===== src/rtl/i2s_pkg.sv =====
`default_nettype none
// ============================================================================
// Module      : i2s_pkg
// Description : Shared types and constants for the I2S transmit path.
// Revision    : 1.0 - initial release
// ============================================================================
package i2s_pkg;

    // Default link geometry. stereo_sample_t is sized from c_word_len, so the
    // transmitter WORD_LEN parameter has to stay equal to this value.
    localparam int c_word_len   = 24;
    localparam int c_frame_len  = 64;
    localparam int c_fifo_depth = 2;

    // Explicit state encodings used by the transmitter FSM
    localparam logic [1:0] c_st_idle  = 2'd0;
    localparam logic [1:0] c_st_left  = 2'd1;
    localparam logic [1:0] c_st_right = 2'd2;

    typedef enum logic [1:0] {
        IDLE  = c_st_idle,
        LEFT  = c_st_left,
        RIGHT = c_st_right
    } i2s_tx_state_e;

    typedef struct packed {
        logic [c_word_len-1:0] left;
        logic [c_word_len-1:0] right;
    } stereo_sample_t;

    // Number of BCLK periods in one channel slot
    function automatic int half_frame_len(input int frame_len);
        return frame_len / 2;
    endfunction

    localparam int c_half_frame_len = half_frame_len(c_frame_len);

endpackage : i2s_pkg
`default_nettype wire


===== src/rtl/i2s_sample_fifo.sv =====
`default_nettype none
// ============================================================================
// Module      : i2s_sample_fifo
// Description : Synchronous first-word-fall-through FIFO of stereo pairs with
//               flush, full/empty flags and an occupancy count.
// Revision    : 1.0 - initial release
// ============================================================================
module i2s_sample_fifo
    import i2s_pkg::*;
#(
    parameter int FIFO_DEPTH = 2
) (
    input  logic                          i_clk,
    input  logic                          i_rst,
    input  logic                          i_flush,
    input  logic                          i_push,
    input  stereo_sample_t                i_data,
    input  logic                          i_pop,
    output stereo_sample_t                o_data,
    output logic                          o_full,
    output logic                          o_empty,
    output logic [$clog2(FIFO_DEPTH):0]   o_count
);

    localparam int c_addr_w = $clog2(FIFO_DEPTH);

    stereo_sample_t          r_mem [FIFO_DEPTH];
    logic [c_addr_w:0]       r_wr_ptr;
    logic [c_addr_w:0]       r_rd_ptr;
    logic                    w_full;
    logic                    w_empty;
    logic                    w_do_push;
    logic                    w_do_pop;

    // Pointers carry one extra wrap bit so full and empty are distinguishable
    assign w_empty   = (r_wr_ptr == r_rd_ptr);
    assign w_full    = (r_wr_ptr[c_addr_w] != r_rd_ptr[c_addr_w]) &&
                       (r_wr_ptr[c_addr_w-1:0] == r_rd_ptr[c_addr_w-1:0]);
    assign w_do_push = i_push && !w_full;
    assign w_do_pop  = i_pop && !w_empty;

    // Pointer update; flush discards all stored pairs
    always_ff @(posedge i_clk or posedge i_rst) begin
        if (i_rst) begin
            r_wr_ptr <= '0;
            r_rd_ptr <= '0;
        end else if (i_flush) begin
            r_wr_ptr <= '0;
            r_rd_ptr <= '0;
        end else begin
            if (w_do_push) r_wr_ptr <= r_wr_ptr + 1'b1;
            if (w_do_pop)  r_rd_ptr <= r_rd_ptr + 1'b1;
        end
    end

    // Storage array; contents are meaningless while the pointers say empty
    always_ff @(posedge i_clk) begin
        if (w_do_push && !i_flush) begin
            r_mem[r_wr_ptr[c_addr_w-1:0]] <= i_data;
        end
    end

    assign o_data  = r_mem[r_rd_ptr[c_addr_w-1:0]];
    assign o_full  = w_full;
    assign o_empty = w_empty;
    assign o_count = r_wr_ptr - r_rd_ptr;

endmodule : i2s_sample_fifo
`default_nettype wire


===== src/rtl/i2s_transmitter.sv =====
`default_nettype none
// ============================================================================
// Module      : i2s_transmitter
// Description : Philips-format I2S serial-data transmitter. Buffers stereo
//               pairs and shifts them out MSB-first one BCLK after each
//               LRCLK edge, using externally generated bclk/lrclk.
// Revision    : 1.0 - initial release
// ============================================================================
module i2s_transmitter
    import i2s_pkg::*;
#(
    parameter int I2S_AUDIO_WORD_LEN  = c_word_len,
    parameter int I2S_AUDIO_FRAME_LEN = c_frame_len,
    parameter int FIFO_DEPTH          = c_fifo_depth
) (
    input  logic                          clk_i,
    input  logic                          rst_i,
    input  logic                          enable_i,
    input  logic                          bclk_i,
    input  logic                          lrclk_i,
    input  logic [I2S_AUDIO_WORD_LEN-1:0] left_data_i,
    input  logic [I2S_AUDIO_WORD_LEN-1:0] right_data_i,
    input  logic                          valid_i,
    output logic                          ready_o,
    output logic                          audio_data_o,
    output logic                          pair_taken_o,
    output logic                          underrun_o
);

    localparam int c_half_len = half_frame_len(I2S_AUDIO_FRAME_LEN);
    localparam int c_cnt_w    = $clog2(c_half_len);
    localparam int c_fcnt_w   = $clog2(FIFO_DEPTH) + 1;
    localparam int c_wl       = I2S_AUDIO_WORD_LEN;

    localparam logic [c_cnt_w-1:0]  c_word_cnt  = c_wl[c_cnt_w-1:0];
    localparam logic [c_fcnt_w-1:0] c_depth_cnt = FIFO_DEPTH[c_fcnt_w-1:0];

    // Edge detection
    logic                   r_bclk_q;
    logic                   r_lr_prev;
    logic                   w_fall;
    logic                   w_half_start;

    // FSM
    i2s_tx_state_e          r_state;
    i2s_tx_state_e          w_state_next;
    logic                   w_load_left;
    logic                   w_load_right;
    logic                   w_flush;
    logic                   w_pop;
    logic                   w_underrun;

    // Datapath
    logic [c_wl-1:0]        r_shift;
    logic [c_wl-1:0]        r_hold_right;
    logic [c_cnt_w-1:0]     r_bit_cnt;
    logic                   r_sd;
    logic                   r_ready;
    logic                   r_pair_taken;
    logic                   r_underrun;

    // FIFO interface
    stereo_sample_t         w_fifo_wr;
    stereo_sample_t         w_fifo_rd;
    logic                   w_fifo_full;
    logic                   w_fifo_empty;
    logic [c_fcnt_w-1:0]    w_fifo_count;
    logic [c_fcnt_w-1:0]    w_count_next;
    logic                   w_push;

    // bclk_i/lrclk_i are registered in this clock domain, so no synchroniser
    assign w_fall       = r_bclk_q & ~bclk_i;
    assign w_half_start = w_fall && (lrclk_i != r_lr_prev);

    assign w_fifo_wr    = '{left: left_data_i, right: right_data_i};
    assign w_push       = valid_i && r_ready && !w_fifo_full;

    i2s_sample_fifo #(
        .FIFO_DEPTH (FIFO_DEPTH)
    ) u_fifo (
        .i_clk   (clk_i),
        .i_rst   (rst_i),
        .i_flush (w_flush),
        .i_push  (w_push),
        .i_data  (w_fifo_wr),
        .i_pop   (w_pop),
        .o_data  (w_fifo_rd),
        .o_full  (w_fifo_full),
        .o_empty (w_fifo_empty),
        .o_count (w_fifo_count)
    );

    // Track BCLK level and the LRCLK value seen at the previous BCLK fall
    always_ff @(posedge clk_i or posedge rst_i) begin
        if (rst_i) begin
            r_bclk_q  <= 1'b0;
            r_lr_prev <= 1'b0;
        end else begin
            r_bclk_q <= bclk_i;
            if (w_fall) r_lr_prev <= lrclk_i;
        end
    end

    // FSM state register
    always_ff @(posedge clk_i or posedge rst_i) begin
        if (rst_i) r_state <= IDLE;
        else       r_state <= w_state_next;
    end

    // Next state and per-half load strobes; IDLE only leaves at a left start
    always_comb begin
        w_state_next = r_state;
        w_load_left  = 1'b0;
        w_load_right = 1'b0;
        w_flush      = 1'b0;
        if (!enable_i) begin
            w_state_next = IDLE;
            w_flush      = 1'b1;
        end else if (w_half_start) begin
            case (r_state)
                IDLE: begin
                    if (!lrclk_i) begin
                        w_state_next = LEFT;
                        w_load_left  = 1'b1;
                    end
                end
                LEFT: begin
                    if (lrclk_i) begin
                        w_state_next = RIGHT;
                        w_load_right = 1'b1;
                    end
                end
                RIGHT: begin
                    if (!lrclk_i) begin
                        w_state_next = LEFT;
                        w_load_left  = 1'b1;
                    end
                end
                default: w_state_next = IDLE;
            endcase
        end
        w_pop      = w_load_left && !w_fifo_empty;
        w_underrun = w_load_left &&  w_fifo_empty;
    end

    // Occupancy after this clock, so ready_o never lags a fill by one cycle
    assign w_count_next = w_fifo_count
                        + {{(c_fcnt_w-1){1'b0}}, w_push}
                        - {{(c_fcnt_w-1){1'b0}}, w_pop};

    // Handshake ready and single-cycle status pulses
    always_ff @(posedge clk_i or posedge rst_i) begin
        if (rst_i) begin
            r_ready      <= 1'b0;
            r_pair_taken <= 1'b0;
            r_underrun   <= 1'b0;
        end else begin
            r_ready      <= enable_i && (w_count_next < c_depth_cnt);
            r_pair_taken <= w_pop;
            r_underrun   <= w_underrun;
        end
    end

    // Shift register, bit counter and SD: pad bit at the start fall, then
    // WORD_LEN data bits, then zeros until the next half-frame start
    always_ff @(posedge clk_i or posedge rst_i) begin
        if (rst_i) begin
            r_shift      <= '0;
            r_hold_right <= '0;
            r_bit_cnt    <= '0;
            r_sd         <= 1'b0;
        end else if (w_flush) begin
            r_shift      <= '0;
            r_hold_right <= '0;
            r_bit_cnt    <= '0;
            r_sd         <= 1'b0;
        end else if (w_load_left) begin
            r_shift      <= w_pop ? w_fifo_rd.left  : '0;
            r_hold_right <= w_pop ? w_fifo_rd.right : '0;
            r_bit_cnt    <= '0;
            r_sd         <= 1'b0;
        end else if (w_load_right) begin
            r_shift      <= r_hold_right;
            r_bit_cnt    <= '0;
            r_sd         <= 1'b0;
        end else if (w_fall) begin
            if (r_state == IDLE) begin
                r_sd <= 1'b0;
            end else if (r_bit_cnt < c_word_cnt) begin
                r_sd      <= r_shift[c_wl-1];
                r_shift   <= {r_shift[c_wl-2:0], 1'b0};
                r_bit_cnt <= r_bit_cnt + 1'b1;
            end else begin
                r_sd <= 1'b0;
            end
        end
    end

    assign ready_o      = r_ready;
    assign audio_data_o = r_sd;
    assign pair_taken_o = r_pair_taken;
    assign underrun_o   = r_underrun;

endmodule : i2s_transmitter
`default_nettype wire


===== config.mk =====
export PLATFORM = sky130hd
export DESIGN_NAME = i2s_transmitter
export DESIGN_NICKNAME = d
export VERILOG_FILES = /design/src/rtl/i2s_pkg.sv /design/src/rtl/i2s_sample_fifo.sv /design/src/rtl/i2s_transmitter.sv
export SDC_FILE = /design/constraint.sdc
export NUM_CORES = 1
export LEC_CHECK = 0
export ABC_AREA = 1
export BUFFER_PORTS_ARGS = -buffer_cell sky130_fd_sc_hd__buf_2
export CORE_MARGIN = 5
export CORE_UTILIZATION = 50
export DETAILED_ROUTE_END_ITERATION = 10
export HOLD_SLACK_MARGIN = 0.12
export PLACE_DENSITY_LB_ADDON = 0.12
export SLEW_MARGIN = 20
export SYNTH_ARGS = -nofsm -noshare
export SYNTH_HDL_FRONTEND = slang
export SYNTH_SLANG_ARGS = --single-unit

===== constraint.sdc =====
create_clock -name clk_i -period 4.7 [get_ports clk_i]
set_clock_uncertainty 0.15 [all_clocks]
set_input_delay 0.235 -clock clk_i [delete_from_list [all_inputs] [get_ports clk_i]]
set_output_delay 0.235 -clock clk_i [all_outputs]
set_load 0.05 [all_outputs]

## Yosys cells after proc, flatten, opt, wreduce, memory -nomap -nowiden

Memories as Yosys holds them, arrays and structs flattened.
Cells that the tools add are included.

- Register bits: 65
- RAM bits: 96
- Output and inout bits: 4
- Logic and storage cells: 95
- Memories: 1

Memory list:

| name | depth | bits a word | rd ports | clocked after memory_dff | wr ports | RTL line | source |
|---|---|---|---|---|---|---|---|
| u_fifo.r_mem | 2 | 48 | 1 | 0 | 1 | i2s_sample_fifo.sv:27 | `stereo_sample_t r_mem [FIFO_DEPTH];` |

- $add $sub $neg: 6
- Magnitude comparators: 2
- Eq/ne operators: 15
- Muxes and demuxes: 41
- Bitwise gates (word level): 2
- Reduce and logical (&&, ||, !) cells: 16

Operator list:

| operator | number |
|---|---|
| 24-bit two-way mux | 10 |
| 5-bit two-way mux | 6 |
| 1-bit two-way mux | 16 |
| 2-bit two-way mux | 8 |
| 1-bit logical AND | 10 |
| 2-bit by 1-bit inequality test with 1-bit output (second input constant) | 4 |
| 4-bit by 1-bit inequality test with 1-bit output (second input constant) | 2 |
| 3-bit inequality test (second input constant) | 2 |
| 3-bit AND reduction | 2 |
| 5-bit by 1-bit adder with 5-bit output (second input constant) | 1 |
| 5-bit less-than comparator (second input constant) | 1 |
| 2-bit by 1-bit adder with 2-bit output (second input constant) | 2 |
| 4-bit inequality test (second input constant) | 1 |
| 2-bit one-hot mux with 2 select lines | 1 |
| 2-bit by 1-bit adder with 2-bit output | 1 |
| 2-bit by 1-bit == test with 1-bit output (second input constant) | 1 |
| 2-bit == test | 1 |
| 2-bit == test (second input constant) | 1 |
| 1-bit logical NOT | 2 |
| 2-bit logical NOT | 1 |
| 2-bit less-than comparator (second input constant) | 1 |
| 1-bit inequality test | 2 |
| 2-bit OR reduction | 1 |
| 2-bit by 1-bit subtractor with 2-bit output | 1 |
| 4 further kinds | 4 |

## Depth between registers and ports, before layout

Gate-level depths: netlist of run 1.

- Word-level depth: 9
- Depth in mapped cells: 11
- Depth with buffers taken out: 10

## Modules after synthesis

Synthesis of run 1 repeated with hierarchy kept, for this count alone.

- Cells, all modules: 745
- Area total of the unflattened synthesis: 7069.3 um^2

By module, submodules not included:

| module | instances | cells an instance | area an instance (um^2) |
|---|---|---|---|
| i2s_sample_fifo | 1 | 296 | 3799.9 |
| i2s_transmitter | 1 | 449 | 3269.4 |

## Least setup slack after synthesis of run 1

No wires, ideal clock.

- Path type: flip-flop to flip-flop
- From: register u_fifo.r_rd_ptr[0]
- To: memory u_fifo.r_mem[0][0] in the netlist's numbering, enable pin
- Arrival time: 2894 ps
- Path slack: 1202 ps
- Stages on the path, launching flop included: 6
- Path buffers: 1
- Period minus slack after synthesis: 3498 ps
- Path through: dfrtp_1 > buf_2 > xnor2_1 > nand2_1 > nand4_1 > nor2_1

- Word-level cells in the longest chain between the ends: 8

Ends and longest elaborated chain:

| item | RTL line | source |
|---|---|---|
| from (decl) | i2s_sample_fifo.sv:29 | `logic [c_addr_w:0] r_rd_ptr;` |
| from (signal assigned) | i2s_sample_fifo.sv:52 | `if (w_do_pop) r_rd_ptr <= r_rd_ptr + 1'b1;` |
| 1-bit == test (*) | i2s_sample_fifo.sv:38 | `(r_wr_ptr[c_addr_w-1:0] == r_rd_ptr[c_addr_w-1:0]);` |
| 1-bit logical AND (*) | i2s_sample_fifo.sv:37 | `assign w_full = (r_wr_ptr[c_addr_w] != r_rd_ptr[c_addr_w]) &&` |
| 1-bit logical NOT (*) | i2s_sample_fifo.sv:39, i2s_transmitter.sv:76 |  |
| 1-bit logical AND | i2s_transmitter.sv:76 | `assign w_push = valid_i && r_ready && !w_fifo_full;` |
| 1-bit logical AND (*) | i2s_sample_fifo.sv:39 | `assign w_do_push = i_push && !w_full;` |
| 1-bit logical AND (*) | i2s_sample_fifo.sv:58 | `if (w_do_push && !i_flush) begin` |
| 1-bit two-way mux (*) | i2s_sample_fifo.sv:58 |  |
| 1-bit two-way mux (implied by the code) (*) | i2s_sample_fifo.sv:59 | `r_mem[r_wr_ptr[c_addr_w-1:0]] <= i_data;` |
| to (decl) | i2s_sample_fifo.sv:27 |  |

Every way passes the cells marked *; elsewhere a longest branch is shown, timed or not.

## Final worst setup path of run 1

- From: register u_fifo.r_rd_ptr[0]
- To: register r_ready (netlist: ready_o)

- Word-level cells in the longest chain between the ends: 8
- Elaborated cells between the ends (all ways): 12

Ends and longest elaborated chain:

| item | RTL line | source |
|---|---|---|
| 1-bit == test | i2s_sample_fifo.sv:38 |  |
| 1-bit logical AND | i2s_sample_fifo.sv:37 |  |
| 1-bit logical NOT | i2s_transmitter.sv:76 |  |
| 1-bit logical AND | i2s_transmitter.sv:76 |  |
| 2-bit by 1-bit adder with 2-bit output | i2s_transmitter.sv:148 | `+ {{(c_fcnt_w-1){1'b0}}, w_push}` |
| 2-bit by 1-bit subtractor with 2-bit output (*) | i2s_transmitter.sv:149 | `- {{(c_fcnt_w-1){1'b0}}, w_pop};` |
| 2-bit less-than comparator (*) | i2s_transmitter.sv:158 | `r_ready <= enable_i && (w_count_next < c_depth_cnt);` |
| 1-bit logical AND (*) | i2s_transmitter.sv:158 |  |
| to (signal assigned) | i2s_transmitter.sv:158 |  |
| to (decl) | i2s_transmitter.sv:58 | `logic r_ready;` |

Marked as above.
A chain may end at the register's enable or synchronous reset.

==> results.py, run 1 <==
metrics = {
    "placed_design": {
        "dp_hpwl_mm": 9.557,
        "dp_slack_ns": 1.323,
        "gp_congestion": 0.8145,
        "port_buffers": 57,
    },
    "critical_path": {
        "critical_path_class": "flip-flop to flip-flop",
        "r2r-start": "u_fifo.r_rd_ptr[0]",
        "rrSetupSlack_ns": 0.34,
        "start_kind": "flip-flop",
        "r2r-end": "ready_o",
        "cp_data_required_time_ns": 4.85,
        "reg2reg_depth": 8,
        "critPathCaptureType": "flip-flop",
        "critPathMaxFanout": 28,
        "arrival_ns": 4.51,
    },
    "synthesis": {
        "synthCells": 726,
        "synth_fp_nets": 782,
        "synthFlopType": "edfxtp_1",
        "synth_edf_count": 96,
        "ys_seq_elements": 161,
        "synth.top_cells.by_area": "edfxtp_1, dfrtp_1, nand2_1",
        "yosysSeqAreaShare": 0.6409,
        "yosysWarnings": 0,
        "synth.most_common_cell": "nand2_1",
        "avgSynthCellArea_um2": 9.691,
        "yosys.area.top_type_share": 0.4097,
        "syn_area_um2": 7035,
        "yosysUniqueCellTypes": 29,
        "synth_top_cell_by_area": "edfxtp_1",
        "synthTopCellsByCount": "nand2_1, edfxtp_1, nand3_1, dfrtp_1, inv_1",
        "synth_async_sr_flop_share": 0.4037,
    },
    "cts": {
        "post_cts_buffers": 0,
        "clkLatencyLatePin_ns": 0.42,
        "clockBufferDepth": 2,
        "cts.clk_slew.worst_paths_ns": 0.06,
        "clock_sinks": 161,
        "cts_root_buf": "clkbuf_16",
        "cts-buffers-inserted": 17,
        "cts_tree": "built",
        "htree_num_levels": 4,
    },
    "hold_path": {
        "holdPathStages": 2,
        "hold_start": "bclk_i",
        "holdCritPathClass": "primary input to flip-flop",
        "min_to": "r_bclk_q",
    },
    "sta": {
        "fin_crit_ns": 4.355,
        "clock.fmax_mhz": 229.6,
        "drv_slew": 0,
        "tns_ns": 0,
        "final.period_utilization": 0.9267,
        "relSlewSlack": 0.2295,
        "rsz0062_at_grt": "false",
        "worst_slack_ns": 0.3446,
        "setup_viol": 0,
        "tightest_slew_ns": 1.156,
        "hold_viol": 0,
    },
    "power_and_ir_drop": {
        "p_comb_frac": 0.066,
        "cellLeakagePower_nw": 3.870,
        "switching_share": 0.2282,
        "seqPwrFrac": 0.499,
        "vdd_drop_max_mv": 0.3918,
        "power_density_nw_per_um2": 362.5,
        "power_switching_w": 0.0007081,
        "clkPwrFrac": 0.435,
        "power.internal_w": 0.002395,
    },
    "die": {
        "dieWidth_um": 128.6,
        "io_pins": 58,
        "dieArea_um2": 16540,
        "die_y_um": 128.6,
        "coreArea_um2": 13830,
        "initial_core_util": 0.5088,
        "fp-row-count": 43,
    },
    "global_route": {
        "grt_pass1_wl_mm": 26.34,
        "grt_pass1_vias": 5149,
        "grt_usage": 0.2031,
        "grt_overflow": 0,
        "grt_antenna_before_repair": 0,
        "grt_max_degree": 66,
    },
    "detailed_routing": {
        "routedWlPerCell_um": 15.34,
        "drtIter0Drc": 522,
        "vias_per_cell": 5.113,
        "drt_pass1_iterations": 5,
        "drt_wl_total_mm": 15.60,
        "drc": 0,
        "ant_nets": 0,
        "vias": 5200,
    },
    "cells_and_area": {
        "diodes": 0,
        "fin_util": 0.6190,
        "nNetsFinal": 880,
        "area_growth_pct": 21.66,
        "layout-drive-gt1-share": 0.1326,
    },
    "run": {
        "drv_cap": 0,
    },
    "status": {
        "outcome": "completed",
    },
}
-- layout make-up --
cell class              instances  area [µm²]
flip-flops and latches        161        4509
inverters                      63       242.7
clock inverters                15       153.9
repair buffers                119       888.4
clock buffers                  17       425.4
fillers                      1122        5268
well taps                     180       225.2
multi-input cells             462        2115
-- what timing repair did --
item,in CTS,in global routing
resized for setup,0,1
endpoints found under the hold margin,171,0
hold buffers,55,0
endpoints found under the setup margin,0,1
-- power by group through the flow --
stage / Sequential, W / Clock [W] / Combinational, W
floorplan: 0.00158 / 0 / 0.0000995
global placement: 0.00158 / 0 / 0.000163
detailed placement: 0.00158 / 0 / 0.000167
CTS: 0.00155 / 0.00137 / 0.000204
global route: 0.00155 / 0.00144 / 0.000229
finish: 0.00155 / 0.00135 / 0.000203
-- cells by family after synthesis --
kind of cell,count (synthesis),share of synthesized area
adder cells (fa/ha/maj),2,0.004624
flip-flops,161,0.6409
buffers and inverters,103,0.06260
multiplexers,1,0.001423
XOR/XNOR,9,0.01120
AO/OA/AOI/OAI,36,0.02685
AND/OR/NAND/NOR,414,0.2524
-- worst max-delay path, cell delays in order (launching register included) --
cell and delay (ns):
dfrtp_1 1.11, clkinvlp_4 0.83, fa_1 0.64, xor2_1 0.23, nand2_1 0.08, nand2_1 0.05
dlygate4sd3_1 0.55, nor2_1 0.04, dlygate4sd3_1 0.55
-- cell usage in the layout (no fill, tap or decap), drive strengths merged --
cell         instances
nand3               83
nand3b               1
dlygate4sd3         55
clkbuf              17
a31oi                1
nand4               30
edfxtp              96
xor2                 7
ha                   1
o22ai                1
a21oi                2
bufinv               2
clkinv               5
inv                 68
buf                 64
dfrtp               65
o21ai               32
nor2                17
fa                   1
nand2              282
xnor2                2
mux2i                1
clkinvlp             3
nor3                 1
-- sequential cells by signal, summed over array words and instances (netlist names) --
name and flops:
u_fifo.r_mem 96, r_shift 24, ready_o 1, underrun_o 1, u_fifo.r_wr_ptr 2, pair_taken_o 1
u_fifo.r_rd_ptr 2, r_bclk_q 1, r_state 2, r_hold_right 24, audio_data_o 1, r_lr_prev 1
r_bit_cnt 5
-- metal layers --
metal  wire length, µm  GRT usage  up-vias  share of wire
li1                  -          -     2586              -
met1              7400     0.2929     2466           0.47
met2              7137     0.3080      132           0.46
met3               889    0.05189       16          0.057
met4               172    0.05806        0          0.011
met5                 0          0        -              0
-- how the worst max path moves through the flow --
stage	startpoint	endpoint	slack, ns	cells after the start
finish	u_fifo.r_rd_ptr[0]	ready_o	0.34	8
global placement	u_fifo.r_rd_ptr[0]	ready_o	1.41	5
floorplan	u_fifo.r_rd_ptr[0]	u_fifo.r_mem[0][0]	1.20	5
CTS	u_fifo.r_rd_ptr[0]	ready_o	0.22	8
global route	u_fifo.r_rd_ptr[0]	ready_o	0.07	8
detailed placement	u_fifo.r_rd_ptr[0]	ready_o	1.32	5
-- through the flow --
step / hold WS, ns / std cells / total power (W) / area [µm²]
after floorplan: 0.1164 / 726 / 0.001678 / 7036
after global placement: 0.2214 / 930 / 0.001739 / 7412
after detailed placement: 0.2353 / 930 / 0.001744 / 7421
after CTS: 0.3298 / 1017 / 0.003126 / 8551
after global routing: 0.3646 / 1017 / 0.003217 / 8559
final: 0.3440 / 1017 / 0.003103 / 8559
Note: power is estimated with default switching activity, not from simulation.
==> inputs of run 2 (changes only) <==
--- a/config.mk
+++ b/config.mk
@@ -5,7 +5,6 @@
 export SDC_FILE = /design/constraint.sdc
 export NUM_CORES = 1
 export LEC_CHECK = 0
-export ABC_AREA = 1
 export BUFFER_PORTS_ARGS = -buffer_cell sky130_fd_sc_hd__buf_2
 export CORE_MARGIN = 5
 export CORE_UTILIZATION = 50
==> results.py, run 2 <==
metrics = {
    "status": {
        "outcome": "completed",
    },
    "cells_and_area": {
        "final_cell_mix": "edfxtp_1, o21ai_0, dfrtp_1",
        "diodes": 0,
        "nFillCells": 1038,
        "design_area_um2": 8285,
        "mostFrequentLayoutCell": "edfxtp_1",
        "largest_register_ffs": 96,
        "area_growth_pct": 22.97,
        "layout-drive-gt1-share": 0.2045,
        "nNetsFinal": 669,
    },
    "synthesis": {
        "yosysWarnings": 0,
        "yosysUniqueCellTypes": 52,
        "synthFlopType": "edfxtp_1",
        "synth.most_common_cell": "edfxtp_1",
        "synth_fp_nets": 571,
        "yosys.area.top_type_share": 0.4279,
        "ys_seq_elements": 161,
        "synth.top_cells.by_area": "edfxtp_1, dfrtp_1, o21ai_0",
        "synth_edf_count": 96,
        "synthTopCellsByCount": "edfxtp_1, o21ai_0, dfrtp_1, nand2_1, nand3_1",
        "syn_area_um2": 6738,
        "yosysSeqAreaShare": 0.6693,
        "synth_top_cell_by_area": "edfxtp_1",
        "avgSynthCellArea_um2": 13.08,
        "synth_async_sr_flop_share": 0.4037,
        "synthCells": 515,
    },
    "sta": {
        "drv_slew": 0,
        "clock.fmax_mhz": 337.5,
        "relSlewSlack": 0.3552,
        "worst_slack_ns": 1.737,
        "tns_ns": 0,
        "hold_viol": 0,
        "hold-worst-slack_ns": 0.1915,
        "setup_viol": 0,
        "tightest_slew_ns": 0.9661,
        "final.period_utilization": 0.6304,
        "rsz0062_at_grt": "false",
        "fin_crit_ns": 2.963,
    },
    "hold_path": {
        "holdPathStages": 5,
        "min_to": "u_fifo.r_wr_ptr[1]",
        "hold_start": "valid_i",
        "holdCritPathClass": "primary input to flip-flop",
    },
    "detailed_routing": {
        "drt_wl_total_mm": 13.62,
        "routedWlPerCell_um": 16.98,
        "drc": 0,
        "ant_nets": 0,
        "drt_pass1_iterations": 7,
        "vias": 4396,
        "vias_per_cell": 5.481,
        "drtIter0Drc": 479,
    },
    "critical_path": {
        "r2r-end": "u_fifo.r_mem[0][46]",
        "cp_data_required_time_ns": 4.63,
        "start_kind": "flip-flop",
        "rrSetupSlack_ns": 1.74,
        "critPathMaxFanout": 26,
        "critical_path_class": "flip-flop to flip-flop",
        "slowest_stage": "dfrtp_2",
        "r2r-start": "u_fifo.r_rd_ptr[0]",
        "cp_cell_sequence": "xnor2_1, a21oi_1, nand2_1, nor2_4, buf_4",
        "reg2reg_depth": 5,
        "critPathMaxStageDelay_ns": 0.68,
        "critPathCaptureType": "flip-flop",
        "arrival_ns": 2.90,
    },
    "power_and_ir_drop": {
        "power_density_nw_per_um2": 388.7,
        "p_comb_frac": 0.059,
        "cellLeakagePower_nw": 3.073,
        "seqPwrFrac": 0.487,
        "switching_share": 0.2022,
        "clkPwrFrac": 0.455,
        "power_switching_w": 0.0006511,
        "power.internal_w": 0.002569,
        "vdd_drop_max_mv": 0.2639,
    },
    "die": {
        "dieWidth_um": 126.1,
        "coreArea_um2": 13240,
        "io_pins": 58,
        "dieArea_um2": 15900,
        "initial_core_util": 0.5088,
        "fp-row-count": 42,
        "die_y_um": 126.1,
    },
    "run": {
        "drv_cap": 0,
    },
    "cts": {
        "cts-buffers-inserted": 17,
        "clock_sinks": 161,
        "cts_repair_resize_count": 0,
        "clkLatencyLatePin_ns": 0.42,
        "clockBufferDepth": 2,
        "cts.clk_slew.worst_paths_ns": 0.06,
        "cts_tree": "built",
        "htree_num_levels": 4,
        "post_cts_buffers": 0,
        "ctsHoldBuffers": 51,
        "cts_root_buf": "clkbuf_16",
    },
    "global_route": {
        "grt_pass1_wl_mm": 22.87,
        "grt_pass1_vias": 4595,
        "grt_usage": 0.1825,
        "grt_antenna_before_repair": 0,
        "grt_overflow": 0,
        "grt_max_degree": 42,
    },
    "placed_design": {
        "placed_area_um2": 7143,
        "gp_congestion": 0.7663,
        "port_buffers": 57,
        "dp_slack_ns": 1.587,
        "dp_hpwl_mm": 8.419,
    },
}
-- run 2: metal layers --
metal / up-vias / share of wire / global-route usage
li1: 2108 / - / -
met1: 2157 / 0.45 / 0.2370
met2: 117 / 0.50 / 0.3027
met3: 14 / 0.044 / 0.04149
met4: 0 / 0.015 / 0.06562
met5: - / 0 / 0
-- run 2: worst max-delay path, delay by kind of cell (launching register included) --
| kind | cells | cell delay (ns) |
|---|---|---|
| and+or+nand+nor | 2 | 0.83 |
| DFF | 1 | 0.68 |
| buffers and inverters | 1 | 0.46 |
| AOI/OAI and AO/OA | 1 | 0.33 |
| xor gates and xnor gates | 1 | 0.13 |
-- run 2: metrics by stage --
stage / power, W / util / std cells
2_1_floorplan: 0.001693 / - / 515
3_3_place_gp: 0.001747 / 0.5394 / 718
3_5_place_dp: 0.001754 / 0.5394 / 718
4_1_cts: 0.003251 / 0.6253 / 801
5_1_grt: 0.003336 / 0.6257 / 802
6_report: 0.003220 / 0.6257 / 802
-- run 2: logic make-up (layout without fill, tap and decap cells) --
kind of cell,Yosys count,count (layout),share of synthesized area
flip-flops,161,161,0.6693
buffers and inverters,41,152,0.02767
AND/OR/NAND/NOR,112,112,0.07893
adder cells (fa/ha/maj),2,2,0.004828
AO/OA/AOI/OAI,144,144,0.1343
XOR/XNOR,6,6,0.007801
multiplexers,49,49,0.07725
-- run 2: layout make-up --
cell class	count	area [µm²]	share of cell area
Multi-Input combinational cell	313	2059	0.2486
Inverter	4	15.01	0.001812
Clock inverter	11	186.4	0.02250
Sequential cell	161	4511	0.5444
Clock buffer	21	440.4	0.05316
Tap cell	176	220.2	0.02658
Timing Repair Buffer	116	853.3	0.1030
-- run 2: power groups by stage --
stage               registers, W  logic [W]  clock network (W)
global placement         0.00159   0.000154                  0
floorplan                0.00159   0.000102                  0
detailed placement       0.00160   0.000159                  0
global route             0.00157   0.000212            0.00155
CTS                      0.00157   0.000192            0.00149
finish                   0.00157   0.000189            0.00146
-- run 2: worst max path at each step --
| stage | startpoint | endpoint | slack, ns | depth (start not counted) |
|---|---|---|---|---|
| 4_1_cts | u_fifo.r_rd_ptr[0] | u_fifo.r_mem[1][33] | 1.63 | 5 |
| 3_3_place_gp | u_fifo.r_rd_ptr[0] | u_fifo.r_mem[1][0] | 1.65 | 5 |
| 2_1_floorplan | ready_o | u_fifo.r_mem[0][0] | 0.98 | 4 |
| 3_5_place_dp | enable_i | r_shift[20] | 1.59 | 7 |
| 5_1_grt | u_fifo.r_rd_ptr[0] | u_fifo.r_mem[1][25] | 1.50 | 5 |
| 6_report | u_fifo.r_rd_ptr[0] | u_fifo.r_mem[0][46] | 1.74 | 5 |
==> inputs of run 3 (changes only) <==
--- a/config.mk
+++ b/config.mk
@@ -5,6 +5,7 @@
 export SDC_FILE = /design/constraint.sdc
 export NUM_CORES = 1
 export LEC_CHECK = 0
+export ABC_AREA = 1
 export BUFFER_PORTS_ARGS = -buffer_cell sky130_fd_sc_hd__buf_2
 export CORE_MARGIN = 5
 export CORE_UTILIZATION = 50
==> constraint.sdc (replaced) <==
create_clock -name clk_i -period 2.46 [get_ports clk_i]
set_clock_uncertainty 0.15 [all_clocks]
set_input_delay 0.123 -clock clk_i [delete_from_list [all_inputs] [get_ports clk_i]]
set_output_delay 0.123 -clock clk_i [all_outputs]
set_load 0.05 [all_outputs]
==> results.py, run 3 (synthesis results as in run 1) <==
metrics = {
    "status": {
        "outcome": "completed",
    },
    "die": {
        "initial_core_util": 0.5088,
        "io_pins": 58,
        "dieArea_um2": 16540,
        "coreArea_um2": 13830,
        "dieWidth_um": 128.6,
        "die_y_um": 128.6,
        "fp-row-count": 43,
    },
    "run": {
        "drv_cap": 0,
    },
    "critical_path": {
        "critPathMaxFanout": 21,
        "arrival_ns": 1.95,
        "critPathCaptureType": "flip-flop",
        "start_kind": "flip-flop",
        "rrSetupSlack_ns": 0.45,
        "critical_path_class": "flip-flop to flip-flop",
        "cp_data_required_time_ns": 2.40,
    },
    "placed_design": {
        "port_buffers": 57,
        "gp_congestion": 0.7856,
        "dp_slack_ns": 0.4393,
        "placed_area_um2": 7552,
        "dp_hpwl_mm": 9.354,
    },
    "detailed_routing": {
        "drc": 0,
        "vias_per_cell": 5.053,
        "ant_nets": 0,
        "drt_pass1_iterations": 4,
        "drtIter0Drc": 376,
        "vias": 5189,
        "routedWlPerCell_um": 14.84,
        "drt_wl_total_mm": 15.24,
    },
    "power_and_ir_drop": {
        "cellLeakagePower_nw": 3.927,
        "power_density_nw_per_um2": 675.9,
        "vdd_drop_max_mv": 0.5194,
    },
    "cts": {
        "clockBufferDepth": 2,
        "cts_root_buf": "clkbuf_16",
        "ctsHoldBuffers": 53,
        "cts_repair_resize_count": 0,
        "cts-buffers-inserted": 17,
        "post_cts_buffers": 0,
        "cts_tree": "built",
        "cts.clk_slew.worst_paths_ns": 0.06,
        "clock_sinks": 161,
        "htree_num_levels": 4,
        "clkLatencyLatePin_ns": 0.42,
    },
    "cells_and_area": {
        "area_growth_pct": 22.89,
        "fin_util": 0.6253,
        "multiInputGateArea_um2": 2101,
        "layout-drive-gt1-share": 0.1452,
        "nFillCells": 1144,
        "final_cell_mix": "nand2_1, edfxtp_1, nand3_1",
        "nNetsFinal": 890,
        "ff_latch_area_um2": 4509,
        "diodes": 0,
        "largest_register_ffs": 96,
        "mostFrequentLayoutCell": "nand2_1",
        "design_area_um2": 8646,
    },
    "global_route": {
        "grt_usage": 0.1996,
        "grt_max_degree": 50,
        "grt_overflow": 0,
        "grt_pass1_wl_mm": 25.77,
        "grt_pass1_vias": 5209,
        "grt_antenna_before_repair": 0,
    },
    "sta": {
        "clock.fmax_mhz": 496.5,
        "worst_slack_ns": 0.4460,
        "tns_ns": 0,
        "setup_viol": 0,
        "hold-worst-slack_ns": 0.2028,
        "rsz0062_at_grt": "false",
        "relSlewSlack": 0.5483,
        "tightest_slew_ns": 0.6765,
        "hold_viol": 0,
        "final.period_utilization": 0.8187,
        "fin_crit_ns": 2.014,
        "drv_slew": 0,
    },
    "hold_path": {
        "holdCritPathClass": "primary input to asynchronous set/reset pin",
    },
}
==> run 3: through the flow <==
stage | instances | total power, W
finish | 1027 | 0.005844
global route | 1027 | 0.006078
CTS | 1027 | 0.005893
detailed placement | 942 | 0.003353
global placement | 942 | 0.003345
floorplan | 726 | 0.003205
==> run 3: layout make-up <==
| cell class | instances | share of cell area |
|---|---|---|
| clock inverters | 15 | 0.01592 |
| inverters | 63 | 0.02764 |
| multi-input cells | 462 | 0.2430 |
| clock buffers | 17 | 0.04920 |
| repair buffers | 129 | 0.1166 |
| flip-flops and latches | 161 | 0.5216 |
| well taps | 180 | 0.02605 |
==> run 3: path summary, 6_finish.rpt <==
| kind | depth (start not counted) | to | start |
|---|---|---|---|
| setup / recovery | 5 | u_fifo.r_mem[1][38] | u_fifo.r_wr_ptr[1] |
| hold / removal | 3 | r_bit_cnt[4] | rst_i |
| setup reg to reg | 5 | u_fifo.r_mem[1][38] | u_fifo.r_wr_ptr[1] |
| hold reg to reg | 1 | r_bit_cnt[0] | r_bit_cnt[0] |
| max in group asynchronous | 4 | r_hold_right[14] | rst_i |
| min in group clk_i | 2 | r_bclk_q | bclk_i |
==> run 3: routing by layer <==
metal	track usage	vias to the layer above	share of wire	wire, µm
li1	-	2596	-	-
met1	0.2771	2456	0.47	7121
met2	0.3147	122	0.47	7186
met3	0.04857	15	0.051	780
met4	0.06115	0	0.010	153
met5	0	-	0	0
==> run 3: power breakdown <==
group	leakage, nW	internal, W	switching [W]
combinational	1.89	0.000154	0.000253
sequential	1.77	0.00293	0.0000196
clock	0.269	0.00140	0.00108
==> run 3: worst max-delay path, stage by stage (launching register included) <==
cell and delay, ns:
dfrtp_1 0.44, xor2_1 0.19, nand2_1 0.10, nand4_1 0.25
nor2_4 0.21, buf_4 0.34
